==> src/rtl/imem_program_loader.sv <==
// imem_program_loader
// Accepts symbolic instructions (mnemonic plus physical register numbers) and
// range-checks each one. Legal instructions are encoded into 9-bit machine
// words and written to consecutive instruction-memory addresses starting at
// base_addr. Loading stops after HALT, after an illegal instruction, or when
// the last memory address has been written. Addresses never wrap.
module imem_program_loader #(
   parameter int ADDR_W  = 8,
   parameter int INSTR_W = 9
) (
   input  logic               clk,
   input  logic               rst_n,
   input  logic               start,
   input  logic [ADDR_W-1:0]  base_addr,
   input  logic               in_valid,
   output logic               in_ready,
   input  logic [3:0]         in_mnem,
   input  logic [3:0]         in_rs,
   input  logic [3:0]         in_rt,
   input  logic [3:0]         in_rd,
   input  logic [2:0]         in_imm,
   output logic               imem_we,
   output logic [ADDR_W-1:0]  imem_addr,
   output logic [INSTR_W-1:0] imem_wdata,
   output logic               busy,
   output logic               done,
   output logic               err,
   output logic [1:0]         err_code,
   output logic [ADDR_W:0]    count
);

   localparam logic [3:0] M_AND  = 4'd0;
   localparam logic [3:0] M_SLT  = 4'd1;
   localparam logic [3:0] M_OR   = 4'd2;
   localparam logic [3:0] M_JR   = 4'd3;
   localparam logic [3:0] M_LW   = 4'd4;
   localparam logic [3:0] M_SW   = 4'd5;
   localparam logic [3:0] M_ADD  = 4'd6;
   localparam logic [3:0] M_ADDI = 4'd7;
   localparam logic [3:0] M_TR   = 4'd8;
   localparam logic [3:0] M_HALT = 4'd9;

   localparam logic [1:0] E_NONE    = 2'd0;
   localparam logic [1:0] E_ILLEGAL = 2'd1;
   localparam logic [1:0] E_BADMNEM = 2'd2;
   localparam logic [1:0] E_FULL    = 2'd3;

   localparam logic [ADDR_W:0] LAST_ADDR = {1'b0, {ADDR_W{1'b1}}};

   typedef enum logic [1:0] {S_IDLE, S_LOAD, S_DONE, S_ERR} state_t;

   state_t              state_q, state_d;
   logic [1:0]          code_q, code_d;
   logic [ADDR_W-1:0]   base_q;
   logic [ADDR_W:0]     count_q;
   logic [ADDR_W:0]     wr_addr;
   logic                xfer;
   logic                start_acc;
   logic                wr_d;
   logic                vld_p1;
   logic [ADDR_W-1:0]   addr_p1;
   logic [INSTR_W-1:0]  wdata_p1;

   // Field range check; a register field only matters if the mnemonic uses it.
   function automatic logic field_legal(input logic [3:0] mnem, input logic [3:0] rs,
                                        input logic [3:0] rt, input logic [3:0] rd,
                                        input logic [2:0] imm);
      logic rs_hi, rt_lo;
      rs_hi = (rs[3:2] == 2'b01);   // 4..7
      rt_lo = (rt[3:2] == 2'b00);   // 0..3
      case (mnem)
         M_AND, M_SLT, M_OR, M_JR, M_LW, M_SW: return rs_hi && rt_lo;
         M_ADD:  return rs_hi && rt_lo && (rd[3:2] == 2'b10);
         M_ADDI: return rs_hi && (rd[3:2] == 2'b00) && !imm[2];
         M_TR:   return !rs[3] && !rt[3];
         M_HALT: return 1'b1;
         default: return 1'b0;
      endcase
   endfunction

   // Machine-word encoding; rs-4 and rd-8 reduce to the low two bits once legal.
   function automatic logic [INSTR_W-1:0] encode(input logic [3:0] mnem, input logic [3:0] rs,
                                                 input logic [3:0] rt, input logic [3:0] rd,
                                                 input logic [2:0] imm);
      case (mnem)
         M_AND, M_SLT, M_OR, M_JR: return {3'b000, rs[1:0], rt[1:0], mnem[1:0]};
         M_LW, M_SW:               return {3'b001, rs[1:0], rt[1:0], 1'b0, (mnem == M_SW)};
         M_ADD:                    return {3'b010, rs[1:0], rt[1:0], rd[1:0]};
         M_ADDI:                   return {3'b011, rs[1:0], imm[1:0], rd[1:0]};
         M_TR:                     return {3'b100, rs[2:0], rt[2:0]};
         M_HALT:                   return 9'h1C0;
         default:                  return '0;
      endcase
   endfunction

   assign xfer    = in_valid && (state_q == S_LOAD);
   assign wr_addr = {1'b0, base_q} + count_q;

   // State and sticky error-code register.
   always_ff @(posedge clk or negedge rst_n) begin
      if (!rst_n) begin
         state_q <= S_IDLE;
         code_q  <= E_NONE;
      end else begin
         state_q <= state_d;
         code_q  <= code_d;
      end
   end

   // Next state: start outside LOAD restarts; each transfer may write, terminate, or both.
   always_comb begin
      state_d   = state_q;
      code_d    = code_q;
      wr_d      = 1'b0;
      start_acc = 1'b0;
      case (state_q)
         S_LOAD: begin
            if (xfer) begin
               if (in_mnem > M_HALT) begin
                  state_d = S_ERR;
                  code_d  = E_BADMNEM;
               end else if (!field_legal(in_mnem, in_rs, in_rt, in_rd, in_imm)) begin
                  state_d = S_ERR;
                  code_d  = E_ILLEGAL;
               end else begin
                  wr_d = 1'b1;
                  if (in_mnem == M_HALT) begin
                     state_d = S_DONE;
                  end else if (wr_addr == LAST_ADDR) begin
                     state_d = S_ERR;
                     code_d  = E_FULL;
                  end
               end
            end
         end
         default: begin
            if (start) begin
               state_d   = S_LOAD;
               code_d    = E_NONE;
               start_acc = 1'b1;
            end
         end
      endcase
   end

   // Write stage: one registered imem write per accepted legal word; count tracks writes.
   always_ff @(posedge clk or negedge rst_n) begin
      if (!rst_n) begin
         vld_p1   <= 1'b0;
         addr_p1  <= '0;
         wdata_p1 <= '0;
         count_q  <= '0;
         base_q   <= '0;
      end else begin
         vld_p1 <= wr_d;
         if (wr_d) begin
            addr_p1  <= wr_addr[ADDR_W-1:0];
            wdata_p1 <= encode(in_mnem, in_rs, in_rt, in_rd, in_imm);
            count_q  <= count_q + 1'b1;
         end else if (start_acc) begin
            base_q  <= base_addr;
            count_q <= '0;
         end
      end
   end

   // Status outputs decoded from the current state.
   always_comb begin
      in_ready = (state_q == S_LOAD);
      busy     = (state_q == S_LOAD);
      done     = (state_q == S_DONE);
      err      = (state_q == S_ERR);
   end

   assign imem_we    = vld_p1;
   assign imem_addr  = addr_p1;
   assign imem_wdata = wdata_p1;
   assign err_code   = code_q;
   assign count      = count_q;

endmodule

==> config.mk <==
export PLATFORM = sky130hd
export DESIGN_NAME = imem_program_loader
export DESIGN_NICKNAME = d
export VERILOG_FILES = /design/src/rtl/imem_program_loader.sv
export SDC_FILE = /design/constraint.sdc
export NUM_CORES = 1
export LEC_CHECK = 0
export CORE_MARGIN = 2
export CORE_UTILIZATION = 25
export DETAILED_ROUTE_END_ITERATION = 8
export GPL_TIMING_DRIVEN = 0
export PLACE_DENSITY = 0.52
export SETUP_SLACK_MARGIN = 0.4
export SYNTH_ARGS = -nofsm -noshare
export SYNTH_HDL_FRONTEND = slang
export SYNTH_SLANG_ARGS = --single-unit
==> constraint.sdc <==
create_clock -name clk -period 7.15 [get_ports clk]
set_clock_uncertainty 0.15 [all_clocks]
set_input_delay 1.0725 -clock clk [delete_from_list [all_inputs] [get_ports clk]]
set_output_delay 1.0725 -clock clk [all_outputs]
set_load 0.01 [all_outputs]
==> metrics.txt, run 1 <==
Critical path origin in_mnem[1]; Antenna Cells 0; main combinational cell family by area after synthesis compound AO/OA/AOI/OAI gates; Post-CTS Resized 0; Critical Path RT 7.16 ns; Total Routing Usage GR 12.5%; r2r setup slk 4.22 ns; commonest non-fill, non-tap cell in the layout clkdlybuf4s50_1; routed vias/inst 4.75; crit-path max cell delay 0.59 ns; layout cells sized above 1 14.7%; H-tree depth 2; RR Startpoint count[0]; initial antenna violation count 0; clk root buf clkbuf_8; multiplexer share of the synthesized area 5.12%; max-slew violation count 0; fin crit share 42.1%; cell taking the most area after synthesis dfrtp_1; Setup Fix Bufs, Post-CTS 0; port bufs between 60 and 70; commonest non-fill, non-tap cells in the layout clkdlybuf4s50_1 (60), dfrtp_1 (39), nand2_1 (35); Synth area leaders dfrtp_1 (42%), nand2_1 (5.6%), ha_1 (4.8%), a21oi_1 (3.8%), mux2_2 (3.8%); first drt pass iteration count 4; Syn Area/Cell 9.66 µm²; PwrDens approximately 230 nW/µm²; fillers between 900 and 1000; first-pass GRT wire length 10200 µm; EDFF count, synth 0; Leak 1.36 nW; number of global-route vias before repair 2060; HP Start imem_wdata[4]; MaxCap Viol Count 0; crit path cell chain clkdlybuf4s50_1 > and2_1 > o2111ai_2 > a211o_1 > buf_6 > clkinv_4 > nand2_4 > o211ai_2 > o31ai_2; Worst Tran Pin Value 0.415 ns; fmax 0.332 GHz; Initial Util 25.6%; Max FO, Critical Path 8; post-synthesis cell count roughly 240; post-synthesis simple-gate area fraction 19.6%; CP bufs+invs 3; post-DP HPWL 4700 µm; Synth Area in XOR/XNOR 1.12%; num ports 64; hold bufs inserted after CTS 0; critical path depth in cells 9; Distinct cells, synth 55; final setup violation count 0; CTS Buf Count 5; Layout area overhead 37.6%; syn nets 284; RR Endpoint err_code[1]; DR DRC count 0; Placer Congestion 0.856; Synth Area in Compound Gates 22.4%; TritonCTS clock tree done; min cycle time layout 3.01 ns; CTS Sinks 39; Finished Core Util about a third; Mapped Area 2350 µm²; setup repair after global routing missed its margin false; Crit path max-delay family buffers and inverters; largest net degree at the start of global routing 39; Crit. End Element flop; wire per inst around 14 µm; startpoint class of the critical path input port; min-delay worst type reg -> reg; row cnt 35; drt initial violations 108; relative slew slack 72.3%; CP Capture Point count[8]; Nets about 350; maximum vdd drop 94.1 µV; Max clock buf depth 2; Hold Fails Final Rpt 0; Worst Setup Path Type in -> reg; DR vias 2013; status completed; gr ovfl total 0; post-synthesis adder-cell area fraction roughly 5.7%; Die Span X 101 µm; antenna-violating nets left 0; prevailing post-synth register cell dfrtp_1; Worst EP arrival 3.03 ns; final wirelength 6090 µm; synthesized flop and latch total 39; register area share after synthesis 41.6%; asr flop ratio synth 100%; clock latency on the worst-skew pair 0.29 ns; Clock transition at path regs 0.08 ns; Core Area about 9200 µm²; DIE HEIGHT between 100 and 150 µm; CP max stage cell clkdlybuf4s50_1; Setup TNS 0 ns; YS warnings 0; Synth top area share 41.6%; R2R cell count 9; Die Footprint 10200 µm²
[cells by family after synthesis]
logic type,after synthesis
AND/OR/NAND/NOR,86
AO/OA/AOI/OAI,75
flip-flops,39
buffers and inverters,19
multiplexers,11
adder cells (fa/ha/maj),10
XOR/XNOR,3
[final cells by class]
| cell class | instances | area (µm²) | area share [%] |
|---|---|---|---|
| Timing Repair Buffer | 62 | 626 | 19.4 |
| Inverter | 10 | 42.5 | 1.32 |
| Clock buffer | 6 | 82.6 | 2.56 |
| Multi-Input combinational cell | 185 | 1260 | 39.1 |
| Clock inverter | 2 | 35.0 | 1.08 |
| Tap cell | 111 | 139 | 4.30 |
| Buffer | 9 | 65.1 | 2.01 |
| Sequential cell | 39 | 976 | 30.2 |
[cells in the mapped netlist (all sizes together) (3+ instances only)]
library cell	count
nor3b	3
inv	9
nand3	7
nor3	5
o21a	3
dfrtp	39
a22oi	3
a21oi	19
mux2i	3
buf	8
mux2	8
and2	6
o211ai	5
nand2	36
nor2	12
ha	9
or3	3
o31ai	7
o21ai	25
[state kept, by name (all words and copies together), names as in the netlist]
signal      flops
state_q         2
err_code        2
imem_wdata      9
count           9
imem_we         1
base_q          8
imem_addr       8
[per-stage QoR]
stage               total power [W]  instance area [µm²]  hold slack [ns]  std cells  setup slack, ns
floorplan                  0.000437                 2350            0.319        243             4.44
finish                     0.000755                 3230            0.333        424             4.14
detailed placement         0.000574                 3110            0.325        416             3.85
global route               0.000812                 3230            0.370        424             3.95
global placement           0.000569                 3100            0.318        415             3.79
CTS                        0.000771                 3230            0.344        424             4.15
[worst reg2reg max path, cell delays in order (launching register included)]
cell and delay (ns):
dfrtp_1 0.48, ha_1 0.24, inv_1 0.06, fa_1 0.39, nand2b_1 0.20, a21boi_0 0.24, nor3_1 0.10, nor4_1 0.39
nand4b_1 0.26, a311oi_1 0.33
[how the worst min path moves through the flow]
stage                               end  cells after the start
after floorplan              state_q[0]                      1
after global placement     imem_addr[0]                      2
after detailed placement  imem_wdata[4]                      2
after CTS                 imem_wdata[4]                      2
after global routing      imem_wdata[0]                      2
final                     imem_wdata[4]                      2
[power breakdown]
part           leakage, nW  total [W]  internal [W]  switching, W
registers            0.502   0.000304      0.000271     0.0000328
clock network       0.0612   0.000189      0.000113     0.0000764
logic                0.801   0.000262      0.000143      0.000119
[routing by layer]
metal  global-route usage, %  up-vias  part of all wire [%]
li1                        -     1016                     -
met1                    17.9      955                    49
met2                    19.7       36                    46
met3                    2.64        6                   3.8
met4                    2.39        0                  0.92
met5                       0        -                     0
Power figures use the tool's default switching activity.
==> run 2: changes to the inputs <==
- PLACE_DENSITY: 0.52 -> 0.54
- clock period: 7.15 -> 2.47 ns (I/O delays scaled with it)
==> run 2 against run 1 <==
Via count rose by 0.99%; register-to-register slack got worse by 4.2 ns; final cell count rose by 2.4%; largest cell class unchanged; largest power group unchanged; sequential power rose to 2.9 times the previous value; routed wire length rose by 5.2%.
==> metrics.txt, run 2 (synthesized netlist as in run 1, its figures left out) <==
CTS Buf Count 5 (unchanged); Hold Fails Final Rpt 0 (unchanged); relative slew slack 71.9% (-0.46 points); hold path depth 3 (+1); post-DP HPWL 4850 µm (+3.3%); CTS Sinks 39 (unchanged); HP Start in_mnem[0]; Total Routing Usage GR 13.1% (+0.54 points); min-delay worst type in -> reg; RR Endpoint err_code[1]; Crit. End Element flop; layout cells sized above 1 23.8% (+9.1 points); port bufs 61 (unchanged); Die Span X 101 µm (unchanged); Total Power 0.00227 W (+200%); clk root buf clkbuf_8; Sequential Area 980 µm² (+0.38%); area occupied by multi-input gates 1360 µm² (+7.7%); MaxCap Viol Count 0 (unchanged); Initial Util 25.6% (unchanged); antenna-violating nets left 0 (unchanged); Layout area overhead 45.6%; Worst Setup Path Type reg -> reg; largest net degree at the start of global routing 28 (-28%); fillers 925 (-2.8%); routed vias/inst 4.68 (-1.3%); Crit path max-delay family simple AND/OR/NAND/NOR gates; Placer Congestion 0.805 (-6.0%); setup repair after global routing missed its margin true; Finished Core Util 37.3% (+2.1 points); commonest non-fill, non-tap cells in the layout clkdlybuf4s50_1 (51), dfrtp_1 (36), nand2_1 (35); DR vias 2033 (+0.99%); first drt pass iteration count 4 (unchanged); min cycle time layout 2.40 ns; Worst Hold End imem_wdata[6]; Worst EP arrival 2.45 ns (-0.58 ns); TritonCTS clock tree done; clock latency on the worst-skew pair 0.29 ns (about the same); Die Footprint 10200 µm² (unchanged); RR Startpoint base_q[0]; final wirelength 6410 µm (+5.2%); CP bufs+invs 1 (-2); wire per inst 14.8 µm (+2.8%); Max clock buf depth 2 (unchanged); Clock transition at path regs 0.08 ns (about the same); Critical Path RT 2.52 ns (-4.64 ns); final setup violation count 0 (unchanged); critical path depth in cells 8 (-1); number of global-route vias before repair 2087 (+1.3%); status completed; crit-path max cell delay 0.39 ns (-0.20 ns); num ports 64 (unchanged); drt initial violations 72 (-33%); Antenna Cells 0 (unchanged); DR DRC count 0 (unchanged); max-slew violation count 0 (unchanged); H-tree depth 2 (unchanged); R2R cell count 8 (-1); startpoint class of the critical path flop; initial antenna violation count 0 (unchanged); fin crit share 97.2%; CP max stage cell or3b_1; Max FO, Critical Path 3 (-5); commonest non-fill, non-tap cell in the layout clkdlybuf4s50_1; maximum vdd drop 234 µV (+150%); r2r setup slk 0.07 ns (-4.15 ns); fmax 0.417 GHz; DIE HEIGHT 101 µm (unchanged); Worst Tran Pin Value 0.418 ns (+0.00253 ns); Leak 1.47 nW (+7.4%); Core Area 9150 µm² (unchanged); Nets 363 (+2.8%); PwrDens 663 nW/µm² (+180%); first-pass GRT wire length 10400 µm (+1.7%); crit path cell chain ha_4 > inv_2 > fa_2 > xor2_2 > or3b_1 > nor4_2 > nand4b_1 > a311oi_2; gr ovfl total 0 (unchanged); row cnt 35 (unchanged)
[run 2: repair_timing]
action	4_1_cts	5_1_grt
hold buffers	1	0
resized for setup	23	9
setup endpoints to repair	36	10
setup buffers	8	1
pin swaps	7	1
endpoints found under the hold margin	12	0
[run 2: layout make-up]
class | count | share of cell area, %
tap | 111 | 4.06
multi-input combinational | 185 | 39.8
clock buffer | 6 | 2.42
sequential | 39 | 28.7
timing repair buffer | 72 | 20.4
inverter | 10 | 1.46
buffer | 9 | 2.20
clock inverter | 2 | 1.02
[run 2: worst max-delay path by stage]
stage                    start            end  slack [ns]
floorplan             count[0]    err_code[1]        0.22
global placement         rst_n       count[0]       -0.34
detailed placement  in_mnem[1]  imem_wdata[6]       -0.17
CTS                   count[0]    err_code[1]        0.03
global route         base_q[0]    err_code[1]       -0.05
finish               base_q[0]    err_code[1]        0.07
[run 2: metrics by stage]
step / setup TNS [ns] / std cells / hold WS [ns] / setup WS (ns) / cell area (µm²)
2_1_floorplan: 0 / 243 / -0.0751 / 0.223 / 2370
3_3_place_gp: -10.59 / 415 / 0.317 / -0.339 / 3120
3_5_place_dp: -3.40 / 416 / 0.152 / -0.172 / 3140
4_1_cts: 0 / 433 / 0.256 / 0.0291 / 3370
5_1_grt: -0.0539 / 434 / 0.279 / -0.0539 / 3420
6_report: 0 / 434 / 0.259 / 0.0694 / 3420
[run 2: tightest hold or removal path: cells and delay by family]
family	cells	cell delay (ns)
buffers and inverters	1	0.12
AO/OA/AOI/OAI	2	0.18
[run 2: per-layer routing]
metal | track usage [%] | wire length, µm
met4 | 3.74 | 90
met2 | 21.7 | 3160
met3 | 2.98 | 230
met1 | 17.0 | 2930
met5 | 0 | 0
[run 2: power by group]
group | internal [W] | leakage, nW | switching, W
Combinational | 0.000457 | 0.907 | 0.000376
Sequential | 0.000784 | 0.497 | 0.0000911
Clock | 0.000327 | 0.0612 | 0.000230
==> run 3: changes to the inputs <==
- CTS_BUF_LIST: not set -> sky130_fd_sc_hd__clkbuf_16
==> run 3 against run 2 <==
Clock power rose by 30%; highest routed layer unchanged; design area rose by 1.1%; via count barely moved; non-clock buffer count fell by 1; combinational power fell by 0.5%; critical path depth did not move; sequential power barely moved; sequential share of layout area fell by 0.31 points; routed wire length fell by 0.39%.
==> metrics.txt, run 3 (synthesized netlist as in run 1, its figures left out) <==
Worst Setup Path Type reg -> reg; max-slew violation count 0 (unchanged); DR vias 2032 (-0.049%); Hold Fails Final Rpt 0 (unchanged); routed vias/inst 4.69 (+0.18%); fillers 926 (+0.11%); setup repair after global routing missed its margin true; antenna-violating nets left 0 (unchanged); min-delay worst type in -> reg; MaxCap Viol Count 0 (unchanged); row cnt 35 (unchanged); final setup violation count 0 (unchanged); post-DP HPWL 4850 µm (unchanged); drt initial violations 65 (-9.7%); RR Startpoint base_q[0]; Final Cell Area 3460 µm² (+1.1%); HP Start in_mnem[0]; Nets 362 (-0.28%); Max clock buf depth 2 (unchanged); fin crit share 97.2% (about the same); status completed; maximum vdd drop 255 µV (+8.7%); H-tree depth 2 (unchanged); largest net degree at the start of global routing 28 (unchanged); clock latency on the worst-skew pair 0.28 ns (about the same); clk root buf clkbuf_16; Worst Hold End imem_wdata[6]; Leak 1.48 nW (+0.85%); Total Routing Usage GR 12.9% (-0.17 points); initial antenna violation count 0 (unchanged); number of global-route vias before repair 2077 (-0.48%); commonest non-fill, non-tap cells in the layout clkdlybuf4s50_1 (51), dfrtp_1 (36), nand2_1 (35); Worst Tran Pin Value 0.428 ns (+0.0103 ns); Crit. End Element flop; first drt pass iteration count 4 (unchanged); final wirelength 6380 µm (-0.39%); num ports 64 (unchanged); Core Area 9150 µm² (unchanged); first-pass GRT wire length 10400 µm (-0.47%); gr ovfl total 0 (unchanged); DP Area 3140 µm² (unchanged); Total Power 0.00243 W (+7.2%); CTS Buf Count 5 (unchanged); startpoint class of the critical path flop; hold path depth 3 (unchanged); Initial Util 25.6% (unchanged); Placer Congestion 0.805 (unchanged); Max FO, Critical Path 3 (unchanged); Worst EP arrival 2.43 ns (-0.02 ns); DR DRC count 0 (unchanged); TritonCTS clock tree done; fmax 0.417 GHz (about the same); CTS Sinks 39 (unchanged); PwrDens 703 nW/µm² (+6.1%); r2r setup slk 0.07 ns (about the same); Critical Path RT 2.50 ns (-0.02 ns); Die Footprint 10200 µm² (unchanged); Die Span X 101 µm (unchanged); RR Endpoint err_code[1]; relative slew slack 71.2% (-0.69 points); port bufs 61 (unchanged); Clock transition at path regs 0.06 ns (-0.02 ns); wire per inst 14.7 µm (-0.16%); Antenna Cells 0 (unchanged); Layout area overhead 47.2%; commonest non-fill, non-tap cell in the layout clkdlybuf4s50_1; R2R cell count 8 (unchanged); min cycle time layout 2.40 ns (-0.000817 ns); layout cells sized above 1 23.6% (-0.24 points); DIE HEIGHT 101 µm (unchanged)
-- run 3: through the flow --
step | instances | setup WS (ns) | hold WS, ns | util, % | TNS (ns)
after global placement | 415 | -0.339 | 0.317 | 34.1 | -10.59
after global routing | 433 | -0.0486 | 0.305 | 37.8 | -0.0486
after detailed placement | 416 | -0.172 | 0.152 | 34.3 | -3.40
final | 433 | 0.0702 | 0.279 | 37.8 | 0
after floorplan | 243 | 0.223 | -0.0751 | - | 0
after CTS | 432 | -0.0139 | 0.278 | 37.2 | -0.0139
-- run 3: timing repair --
| action | CTS | global route |
|---|---|---|
| pin swaps | 8 | 4 |
| hold endpoints to repair | 12 | 0 |
| setup endpoints to repair | 36 | 14 |
| buffers inserted | 7 | 1 |
| hold buffers | 1 | 0 |
| gates resized for setup | 22 | 10 |
-- run 3: routing by layer --
metal	track usage, %	part of all wire (%)
met1	17.4	47
met2	21.3	49
met3	2.57	3.4
met4	3.12	1.2
met5	0	0
-- run 3: where the power goes --
part           total (W)  switching, W  internal [W]
registers       0.000877     0.0000911      0.000786
logic           0.000830      0.000377      0.000453
clock network   0.000723      0.000252      0.000471
-- run 3: cell type report --
type | count | area (µm²) | area share (%)
clock buffer | 5 | 125 | 3.62
tap | 111 | 139 | 4.02
timing repair buffer | 71 | 689 | 19.9
buffer | 9 | 68.8 | 1.99
inverter | 10 | 50.0 | 1.45
sequential | 39 | 980 | 28.3
clock inverter | 3 | 38.8 | 1.12
multi-input combinational | 185 | 1370 | 39.5
-- run 3: worst max-delay path, stage by stage (launching register included) --
cell and delay (ns):
dfrtp_1 0.38, ha_4 0.15, inv_2 0.03, fa_2 0.35
xor2_2 0.16, or3b_1 0.39, nor4_2 0.20, nand4b_1 0.25
a311oi_2 0.25
-- run 3: how the worst max path moves through the flow --
| stage | to | start | slack [ns] |
|---|---|---|---|
| 2_1_floorplan | err_code[1] | count[0] | 0.22 |
| 3_3_place_gp | count[0] | rst_n | -0.34 |
| 3_5_place_dp | imem_wdata[6] | in_mnem[1] | -0.17 |
| 4_1_cts | err_code[1] | count[0] | -0.01 |
| 5_1_grt | err_code[1] | count[2] | -0.05 |
| 6_report | err_code[1] | base_q[0] | 0.07 |
